--- config.mk ---
export PLATFORM = sky130hd
export DESIGN_NAME = timer_apb_sequencer
export DESIGN_NICKNAME = d
export VERILOG_FILES = /design/src/rtl/timer_seq_pkg.sv /design/src/rtl/tseq_apb_xfer.sv /design/src/rtl/timer_apb_sequencer.sv
export SDC_FILE = /design/constraint.sdc
export NUM_CORES = 1
export LEC_CHECK = 0
export BUFFER_PORTS_ARGS = -buffer_cell sky130_fd_sc_hd__buf_2
export CELL_PAD_IN_SITES_DETAIL_PLACEMENT = 2
export CELL_PAD_IN_SITES_GLOBAL_PLACEMENT = 2
export CORE_ASPECT_RATIO = 0.7
export CORE_UTILIZATION = 37
export CTS_CLUSTER_SIZE = 30
export DETAILED_ROUTE_END_ITERATION = 10
export PLACE_DENSITY = 0.93
export SETUP_SLACK_MARGIN = 0.2
export SYNTH_ARGS = -nofsm -noshare
export SYNTH_HDL_FRONTEND = slang
export SYNTH_SLANG_ARGS = --single-unit
--- constraint.sdc ---
create_clock -name PCLK -period 15.75 [get_ports PCLK]
set_input_delay 1.575 -clock PCLK [delete_from_list [all_inputs] [get_ports PCLK]]
set_output_delay 1.575 -clock PCLK [all_outputs]
set_load 0.02 [all_outputs]
--- src/rtl/timer_seq_pkg.sv ---
// Shared types and the per-command step table for the timer APB sequencer.
// TSEQ_READBACK_EN appends PSC/ARR readback reads to START.
package timer_seq_pkg;

    typedef enum logic [1:0] {
        OP_START    = 2'd0,
        OP_STOP     = 2'd1,
        OP_RESTART  = 2'd2,
        OP_READ_CNT = 2'd3
    } op_t;

    typedef enum logic [1:0] {
        S_IDLE,
        S_RUN,
        S_DONE
    } state_t;

    typedef enum logic [1:0] {
        X_IDLE,
        X_SETUP,
        X_ACCESS
    } xfer_state_t;

    localparam logic [3:0] ADDR_TCR  = 4'h0;
    localparam logic [3:0] ADDR_TCNT = 4'h4;
    localparam logic [3:0] ADDR_PSC  = 4'h8;
    localparam logic [3:0] ADDR_ARR  = 4'hC;

    localparam logic [31:0] TCR_EN  = 32'h1;
    localparam logic [31:0] TCR_CLR = 32'h2;

    typedef struct packed {
        logic        valid;
        logic        write;
        logic [3:0]  addr;
        logic [31:0] data;
    } step_t;

    function automatic step_t mk_step(logic write, logic [3:0] addr, logic [31:0] data);
        return {1'b1, write, addr, data};
    endfunction

    // For read steps, data carries the value the readback is expected to return.
    function automatic step_t step_lookup(op_t op, logic [2:0] idx,
                                          logic [31:0] psc, logic [31:0] arr);
        step_t s;
        s = '0;
        case (op)
            OP_START: begin
                case (idx)
                    3'd0: s = mk_step(1'b1, ADDR_TCR, TCR_CLR);
                    3'd1: s = mk_step(1'b1, ADDR_PSC, psc);
                    3'd2: s = mk_step(1'b1, ADDR_ARR, arr);
                    3'd3: s = mk_step(1'b1, ADDR_TCR, TCR_EN);
`ifdef TSEQ_READBACK_EN
                    3'd4: s = mk_step(1'b0, ADDR_PSC, psc);
                    3'd5: s = mk_step(1'b0, ADDR_ARR, arr);
`endif
                    default: s = '0;
                endcase
            end
            OP_STOP: begin
                if (idx == 3'd0) s = mk_step(1'b1, ADDR_TCR, 32'h0);
            end
            OP_RESTART: begin
                if (idx == 3'd0) s = mk_step(1'b1, ADDR_TCR, TCR_EN | TCR_CLR);
                else if (idx == 3'd1) s = mk_step(1'b1, ADDR_TCR, TCR_EN);
            end
            default: begin
                if (idx == 3'd0) s = mk_step(1'b0, ADDR_TCNT, 32'h0);
            end
        endcase
        return s;
    endfunction

endpackage

--- src/rtl/tseq_apb_xfer.sv ---
// Single APB transfer engine: SETUP/ACCESS, PREADY wait with timeout, read capture.
// A start presented together with ack chains straight into the next SETUP.
module tseq_apb_xfer
    import timer_seq_pkg::*;
#(
    parameter int TIMEOUT = 16
) (
    input  logic        PCLK,
    input  logic        PRESET,
    input  logic        start,
    input  logic        wr,
    input  logic [3:0]  addr,
    input  logic [31:0] wdata,
    output logic        ack,
    output logic        timeout,
    output logic [31:0] rd_data,
    output logic [3:0]  PADDR,
    output logic [31:0] PWDATA,
    output logic        PWRITE,
    output logic        PSEL,
    output logic        PENABLE,
    input  logic [31:0] PRDATA,
    input  logic        PREADY
);
    localparam int CW = $clog2(TIMEOUT) + 1;

    xfer_state_t state_reg, state_next;
    logic [CW-1:0] cnt_reg, cnt_next;
    logic [3:0]    paddr_reg, paddr_next;
    logic [31:0]   pwdata_reg, pwdata_next;
    logic          pwrite_reg, pwrite_next;
    logic [31:0]   rd_data_reg, rd_data_next;

    always_ff @(posedge PCLK or posedge PRESET) begin
        if (PRESET) begin
            state_reg   <= X_IDLE;
            cnt_reg     <= '0;
            paddr_reg   <= '0;
            pwdata_reg  <= '0;
            pwrite_reg  <= 1'b0;
            rd_data_reg <= '0;
        end else begin
            state_reg   <= state_next;
            cnt_reg     <= cnt_next;
            paddr_reg   <= paddr_next;
            pwdata_reg  <= pwdata_next;
            pwrite_reg  <= pwrite_next;
            rd_data_reg <= rd_data_next;
        end
    end

    always_comb begin
        state_next   = state_reg;
        cnt_next     = cnt_reg;
        paddr_next   = paddr_reg;
        pwdata_next  = pwdata_reg;
        pwrite_next  = pwrite_reg;
        rd_data_next = rd_data_reg;
        ack          = 1'b0;
        timeout      = 1'b0;
        case (state_reg)
            X_IDLE: begin
                if (start) begin
                    state_next  = X_SETUP;
                    paddr_next  = addr;
                    pwdata_next = wdata;
                    pwrite_next = wr;
                end
            end
            X_SETUP: begin
                state_next = X_ACCESS;
                cnt_next   = '0;
            end
            X_ACCESS: begin
                if (PREADY) begin
                    ack = 1'b1;
                    if (!pwrite_reg) rd_data_next = PRDATA;
                    if (start) begin
                        state_next  = X_SETUP;
                        paddr_next  = addr;
                        pwdata_next = wdata;
                        pwrite_next = wr;
                    end else begin
                        state_next = X_IDLE;
                    end
                end else if (cnt_reg == CW'(TIMEOUT - 1)) begin
                    // cnt_reg counts stalled ACCESS cycles already spent
                    timeout    = 1'b1;
                    state_next = X_IDLE;
                end else begin
                    cnt_next = cnt_reg + 1'b1;
                end
            end
            default: state_next = X_IDLE;
        endcase
    end

    assign PSEL    = (state_reg != X_IDLE);
    assign PENABLE = (state_reg == X_ACCESS);
    assign PADDR   = paddr_reg;
    assign PWDATA  = pwdata_reg;
    assign PWRITE  = pwrite_reg;
    assign rd_data = rd_data_reg;

endmodule

--- src/rtl/timer_apb_sequencer.sv ---
// Expands one-word timer commands into APB transfer sequences via a step table.
// Optional TSEQ_READBACK_EN: START verifies PSC/ARR by reading them back.
module timer_apb_sequencer
    import timer_seq_pkg::*;
#(
    parameter int TIMEOUT = 16
) (
    input  logic        PCLK,
    input  logic        PRESET,
    input  logic        cmd_valid,
    input  logic [1:0]  cmd_op,
    input  logic [31:0] cmd_psc,
    input  logic [31:0] cmd_arr,
    output logic        cmd_ready,
    output logic        busy,
    output logic        done,
    output logic        err,
    output logic [31:0] rdata,
    output logic [3:0]  PADDR,
    output logic [31:0] PWDATA,
    output logic        PWRITE,
    output logic        PSEL,
    output logic        PENABLE,
    input  logic [31:0] PRDATA,
    input  logic        PREADY
);
    state_t      state_reg, state_next;
    op_t         op_reg, op_next;
    logic [31:0] psc_reg, psc_next;
    logic [31:0] arr_reg, arr_next;
    logic [2:0]  step_reg, step_next;
    logic        err_reg, err_next;
    logic [31:0] rdata_reg, rdata_next;

    step_t       first_step, next_step, launch;
    logic        xfer_start, xfer_ack, xfer_timeout, readback_bad;
    logic [31:0] xfer_rd_data;

    assign first_step = step_lookup(op_t'(cmd_op), 3'd0, cmd_psc, cmd_arr);
    assign next_step  = step_lookup(op_reg, step_reg + 3'd1, psc_reg, arr_reg);
    assign launch     = (state_reg == S_IDLE) ? first_step : next_step;

`ifdef TSEQ_READBACK_EN
    step_t cur_step;
    assign cur_step     = step_lookup(op_reg, step_reg, psc_reg, arr_reg);
    assign readback_bad = xfer_ack && cur_step.valid && !cur_step.write &&
                          (cur_step.addr != ADDR_TCNT) && (PRDATA != cur_step.data);
`else
    assign readback_bad = 1'b0;
`endif

    always_ff @(posedge PCLK or posedge PRESET) begin
        if (PRESET) begin
            state_reg <= S_IDLE;
            op_reg    <= OP_START;
            psc_reg   <= '0;
            arr_reg   <= '0;
            step_reg  <= '0;
            err_reg   <= 1'b0;
            rdata_reg <= '0;
        end else begin
            state_reg <= state_next;
            op_reg    <= op_next;
            psc_reg   <= psc_next;
            arr_reg   <= arr_next;
            step_reg  <= step_next;
            err_reg   <= err_next;
            rdata_reg <= rdata_next;
        end
    end

    always_comb begin
        state_next = state_reg;
        op_next    = op_reg;
        psc_next   = psc_reg;
        arr_next   = arr_reg;
        step_next  = step_reg;
        err_next   = err_reg;
        rdata_next = rdata_reg;
        xfer_start = 1'b0;
        case (state_reg)
            S_IDLE: begin
                if (cmd_valid) begin
                    op_next   = op_t'(cmd_op);
                    psc_next  = cmd_psc;
                    arr_next  = cmd_arr;
                    step_next = 3'd0;
                    if (op_t'(cmd_op) == OP_START && cmd_psc == 32'h0) begin
                        state_next = S_DONE;
                        err_next   = 1'b1;
                    end else begin
                        state_next = S_RUN;
                        err_next   = 1'b0;
                        xfer_start = 1'b1;
                    end
                end
            end
            S_RUN: begin
                if (xfer_timeout) begin
                    state_next = S_DONE;
                    err_next   = 1'b1;
                end else if (xfer_ack) begin
                    err_next = err_reg | readback_bad;
                    if (next_step.valid) begin
                        xfer_start = 1'b1;
                        step_next  = step_reg + 3'd1;
                    end else begin
                        state_next = S_DONE;
                    end
                end
            end
            S_DONE: begin
                state_next = S_IDLE;
                if (op_reg == OP_READ_CNT && !err_reg) rdata_next = xfer_rd_data;
            end
            default: state_next = S_IDLE;
        endcase
    end

    tseq_apb_xfer #(.TIMEOUT(TIMEOUT)) u_xfer (
        .PCLK    (PCLK),
        .PRESET  (PRESET),
        .start   (xfer_start),
        .wr      (launch.write),
        .addr    (launch.addr),
        .wdata   (launch.data),
        .ack     (xfer_ack),
        .timeout (xfer_timeout),
        .rd_data (xfer_rd_data),
        .PADDR   (PADDR),
        .PWDATA  (PWDATA),
        .PWRITE  (PWRITE),
        .PSEL    (PSEL),
        .PENABLE (PENABLE),
        .PRDATA  (PRDATA),
        .PREADY  (PREADY)
    );

    assign cmd_ready = (state_reg == S_IDLE);
    assign busy      = (state_reg != S_IDLE);
    assign done      = (state_reg == S_DONE);
    assign err       = (state_reg == S_DONE) && err_reg;
    assign rdata     = rdata_reg;

endmodule

* Word level (Yosys, flattened, before mapping)
Index checks and enable logic that the tools add are counted.
** Storage, ports and cells
- Input port bits :: 102
- Output and inout bits :: 75
- Word-level logic and storage cells :: 116
- Bits in registers :: 180
** Operators by class
- Equality and inequality tests :: 25
- Add/sub/neg operators :: 2
- Reductions and logical operators :: 24
- Bitwise gates (word level) :: 1
- Mux-type cells :: 51
** Operator list (count)
- 38-bit two-way mux :: 4
- 38-bit one-hot mux with 4 select lines :: 1
- 38-bit one-hot mux with 3 select lines :: 1
- 37-bit one-hot mux with 3 select lines :: 1
- 32-bit two-way mux :: 2
- 32-bit one-hot mux with 2 select lines :: 1
- 37-bit two-way mux :: 1
- 32-bit logical NOT :: 1
- 1-bit two-way mux :: 16
- 2-bit two-way mux :: 8
- 3-bit two-way mux :: 4
- 3-bit AND reduction :: 4
- 2-bit == test, second input constant :: 5
- 5-bit two-way mux :: 2
- 2-bit inequality test, second input constant :: 5
- 5-bit one-hot mux with 2 select lines :: 1
- 2-bit nonzero test :: 5
- 2-bit by 1-bit == test with 1-bit output, second input constant :: 4
- 2-bit logical NOT :: 4
- 4-bit two-way mux :: 2
- 2-bit by 1-bit inequality test with 1-bit output, second input constant :: 4
- 4-bit one-hot mux with 2 select lines :: 1
- 2-bit AND reduction :: 4
- 3-bit by 2-bit == test with 1-bit output, second input constant :: 2
- 15 further kinds :: 20

* Longest topological paths before layout
- Word-level depth :: 12
- Depth in mapped cells :: 9
- Gate-level depth less buffers :: 8

* By module
From an unflattened synthesis, not the netlist that was laid out.
** Second synthesis, totals
- Cells, all modules :: 718
- Area, all modules :: 8064.0 µm²
** Modules (own cells, without submodules)
- timer_apb_sequencer :: seq. area each 2602.5 µm², cells an instance 524, times used 1, area an instance 4828.4 µm²
- tseq_apb_xfer :: seq. area each 1901.8 µm², cells an instance 194, times used 1, area an instance 3235.6 µm²

* Worst setup path after synthesis
Ideal clock, no wire load.
- Path type :: input to register
- Start :: input cmd_psc[20]
- End :: register u_xfer.pwdata_reg[11] (netlist: u_xfer.PWDATA[11])
- Arrival time :: 2.884 ns
- Setup time :: 0.125 ns
- Data required time :: 15.625 ns
- Slack :: 12.741 ns
- Cell stages on the path :: 6
- Path buffers :: 1
- Cells stage by stage :: nor4_1 nand3_1 o31ai_4 a22oi_4 buf_6 mux2_4
** Between the ends
- Cells in the longest elaborated chain, start to end :: 8
** Ends and longest elaborated chain
- start, declared :: RTL line timer_apb_sequencer.sv:12 : input logic [31:0] cmd_psc,
- 32-bit logical NOT (*) :: RTL line timer_apb_sequencer.sv:88 : if (op_t'(cmd_op) == OP_START && cmd_psc == 32'h0) begin
- 1-bit logical AND (*) :: RTL line timer_apb_sequencer.sv:88
- 1-bit two-way mux (*) :: RTL line timer_apb_sequencer.sv:88
- 1-bit two-way mux (*) :: RTL line timer_apb_sequencer.sv:83 : if (cmd_valid) begin
- 1-bit one-hot mux with 2 select lines (*) :: RTL line timer_apb_sequencer.sv:81 : case (state_reg)
- 32-bit two-way mux (*)
- 32-bit two-way mux
- 32-bit one-hot mux with 2 select lines (*)
- end signal, assigned :: RTL line tseq_apb_xfer.sv:46 : pwdata_reg <= pwdata_next;
- end, declared :: RTL line tseq_apb_xfer.sv:30 : logic [31:0] pwdata_reg, pwdata_next;
Mark *: on every way between the ends. The rest lies on a longest branch, timed or not. The select of a mux whose other input is x is not followed.
A chain may end at the register's enable or synchronous reset.

* Worst setup path after layout
- Start :: input cmd_valid
- End :: register u_xfer.pwdata_reg[31] (netlist: u_xfer.PWDATA[31])
** Between the ends
- Cells in the longest elaborated chain, start to end :: 5
** Ends and longest elaborated chain
- start, declared :: RTL line timer_apb_sequencer.sv:10 : input logic cmd_valid,
- 1-bit two-way mux (*) :: RTL line timer_apb_sequencer.sv:83
- 1-bit one-hot mux with 2 select lines (*) :: RTL line timer_apb_sequencer.sv:81
- 32-bit two-way mux (*)
- 32-bit two-way mux
- 32-bit one-hot mux with 2 select lines (*)
Marks and branches as above.

==> impl_metrics.csv <==
group,metric,value,unit
clocking,max-clock-path-buffers,2,
grt,grt_pass1_wl,42100,microns
cells_and_area,register_area,4450,sq um
clocking,cts_tree,"done",
clocking,post-cts-setup-buffer-count,0,
setup_path,arrival,4.51,ns
die,dieWidth,175,microns
power_and_ir_drop,power_density,216,nW/um^2
synthesis,synth_cells,702,
drt,drtPass1Iterations,4,
timing,setup_ws,11.56,ns
flow_run,cap_viol_max_count,0,
die,initial_core_util,0.385,
timing,finalSetupViolations,0,
synthesis,ys_seq_area_frac,0.573,
drt,viasPerCell,5.28,
setup_path,crit_type,"input pin to flip-flop",
setup_path,crit_path_max_fanout,69,
setup_path,crit_family,"buffers and inverters",
drt,antenna_left,0,
clocking,clock_sinks,178,
die,die_h,123,microns
setup_path,path_cells,"buf_2 -> nand2b_1 -> nor2_4 -> buf_4 -> o31ai_4 -> a22oi_4 -> buf_4 -> mux2_2",
drt,drtIter0Drc,303,
timing,rsz0062_at_grt,"false",
setup_path,crit_path_top_delay_cell,"a22oi_4",
setup_path,cp-end-kind,"flip-flop",
clocking,cts_made_buffers,17,
cells_and_area,finalNetCount,979,
drt,num_vias,6080,
timing,fmax,239,MHz
cells_and_area,layout-drive-gt1-share,0.367,
synthesis,synth_flop_cell,"dfrtp_1",
min_path,min_from,"arr_reg[11]",
grt,grt_use_met2,0.478,
timing,worst_pin_slew,1.01,ns
placed_design,dp_hpwl,18500,microns
timing,post-route-period-util,0.266,
timing,fin_crit,4.19,ns
status,outcome,"complete, no violations",
setup_path,critPathBufInv,3,
min_path,min_path_type,"flip-flop to flip-flop",
drt,drc,0,
synthesis,avgSynthCellArea,11.1,sq um
cells_and_area,area_growth,21.6,%
grt,grt_pass1_vias,6917,
setup_path,max_stage_delay,0.81,ns
drt,avgRoutedWirePerCell,24.3,microns
power_and_ir_drop,ir_drop,105,uV
grt,antenna_found_initial,4,
setup_path,rr_startpoint,"state_reg[0]",
timing,slew_headroom,0.328,
grt,grt_use_total,0.268,
clocking,clk_latency,0.45,ns
power_and_ir_drop,leakagePower,4.94,nW
placed_design,gp_congestion,0.761,
timing,hold_viol,0,
die,io_pins,177,
drt,wl,28000,microns
die,die-area,21600,sq um
synthesis,ys_ff_latch,178,
synthesis,synthDistinctLibCells,46,
setup_path,crit_path_start_kind,"input pin",
clocking,cts_hold_buffers,0,
die,core_area,20200,sq um
clocking,cts_resized,0,
grt,grt.busiest_layer,"met2",
placed_design,dp_slack,11.21,ns
clocking,root_buffer,"clkbuf_16",
grt,grt_max_degree,102,
placed_design,portBuffers,174,
die,row_count,43,
grt,grt_util_met3,0.0498,
timing,fin_skew,0.0159,ns
setup_path,cp_common_cell,"buf_4",
synthesis,yosys_warnings,0,
cells_and_area,nFillCells,2091,
cells_and_area,multi_input_area,3100,sq um
synthesis,async_flop_share,1.00,
timing,maxSlewViolCount,0,
setup_path,critPathLaunch,"cmd_valid",
synthesis,syn_area,7770,sq um
timing,timing.setup.tns,0,ns
synthesis,synth-edff-count,0,
clocking,clkSlewWorstSetupHoldPaths,0.07,ns
setup_path,worstPathRequired,16.08,ns
grt,met1_usage,0.322,
clocking,htree_levels,4,
grt,grt_overflow_total,0,
## per-stage QoR
step	std cells	hold WS (ns)	power [mW]	instance area, sq um	utilization
2_1_floorplan	703	0.444	1.28	7780	-
3_3_place_gp	1117	0.458	1.50	8880	0.440
3_5_place_dp	1117	0.472	1.59	8880	0.440
4_1_cts	1149	0.490	2.05	9450	0.468
5_1_grt	1150	0.509	2.14	9450	0.468
6_report	1151	0.483	2.04	9450	0.468
## cells in the mapped netlist (2+ instances only)
cell type  instances  area, sq um
nand2_1          213          800
dfrtp_1          178         4450
mux2_2            68          766
nor2_1            42          158
a22oi_1           31          233
mux2_4            29          435
clkbuf_1          23         86.3
ha_1              11          138
inv_1             11         41.3
o21ai_0           11         55.1
buf_2              9         45.0
nor4_1             9         56.3
a21oi_1            5         25.0
nand3_1            5         25.0
and2_1             4         25.0
nand4_1            4         25.0
nor3_1             4         20.0
o31ai_1            4         30.0
buf_6              3         33.8
nor3b_1            3         22.5
a221o_1            2         20.0
a31oi_1            2         12.5
a32oi_1            2         17.5
and3_1             2         12.5
buf_4              2         15.0
mux2_1             2         22.5
nand4b_1           2         17.5
nor2_2             2         12.5
or2_2              2         12.5
## path summary, 6_finish.rpt
check	cells past startpoint	to	slack (ns)
max	8	u_xfer.PWDATA[31]	11.56
min	2	arr_reg[11]	0.48
max reg2reg	7	u_xfer.PWDATA[31]	12.20
max in group asynchronous	3	arr_reg[5]	12.88
min in group asynchronous	2	rdata[2]	1.32
min reg2reg	2	arr_reg[11]	0.48
## cell type report
type / instances / area share
diodes: 2 / 0.000530
repair buffers: 182 / 0.0985
flip-flops and latches: 178 / 0.471
multi-input cells: 475 / 0.328
well taps: 270 / 0.0357
inverters: 12 / 0.00530
clock buffers: 17 / 0.0450
clock inverters: 15 / 0.0154
## cells in the final DEF, fill, tap and decap left out, drive strengths merged, types with 5 or more instances in the layout
| cell type | count |
|---|---|
| nand2 | 213 |
| buf | 182 |
| dfrtp | 178 |
| mux2 | 99 |
| nor2 | 44 |
| a22oi | 32 |
| inv | 20 |
| clkbuf | 17 |
| o21ai | 11 |
| ha | 11 |
| nor4 | 9 |
| nand3 | 5 |
| a21oi | 5 |
| o31ai | 5 |
## metal layers
layer,vias to the layer above,wire (microns),share of wire
met3,52,1330,0.047
met5,-,26,0.00093
met2,194,14500,0.52
met4,4,672,0.024
met1,3143,11500,0.41
li1,2687,-,-
## tightest hold or removal path, stage by stage (launching register included)
cell,delay [ns]
dfrtp_1,0.35
nand2_1,0.05
nand2_1,0.06
## report_power, final
group	leakage, nW	switching (mW)	internal [mW]
registers	2.30	0.154	0.652
logic	2.37	0.509	0.305
clock network	0.272	0.213	0.210
## kinds of logic (layout without fill, tap and decap cells)
family | after synthesis | after routing | synth area share
AO/OA/AOI/OAI | 63 | 63 | 0.0605
XOR/XNOR | 2 | 2 | 0.00322
adder cells (fa/ha/maj) | 11 | 11 | 0.0177
buffers and inverters | 50 | 226 | 0.0294
flip-flops | 178 | 178 | 0.573
multiplexers | 99 | 99 | 0.157
other | 1 | 4 | 0.000482
AND/OR/NAND/NOR | 298 | 298 | 0.158
Power figures use the tool's default switching activity.
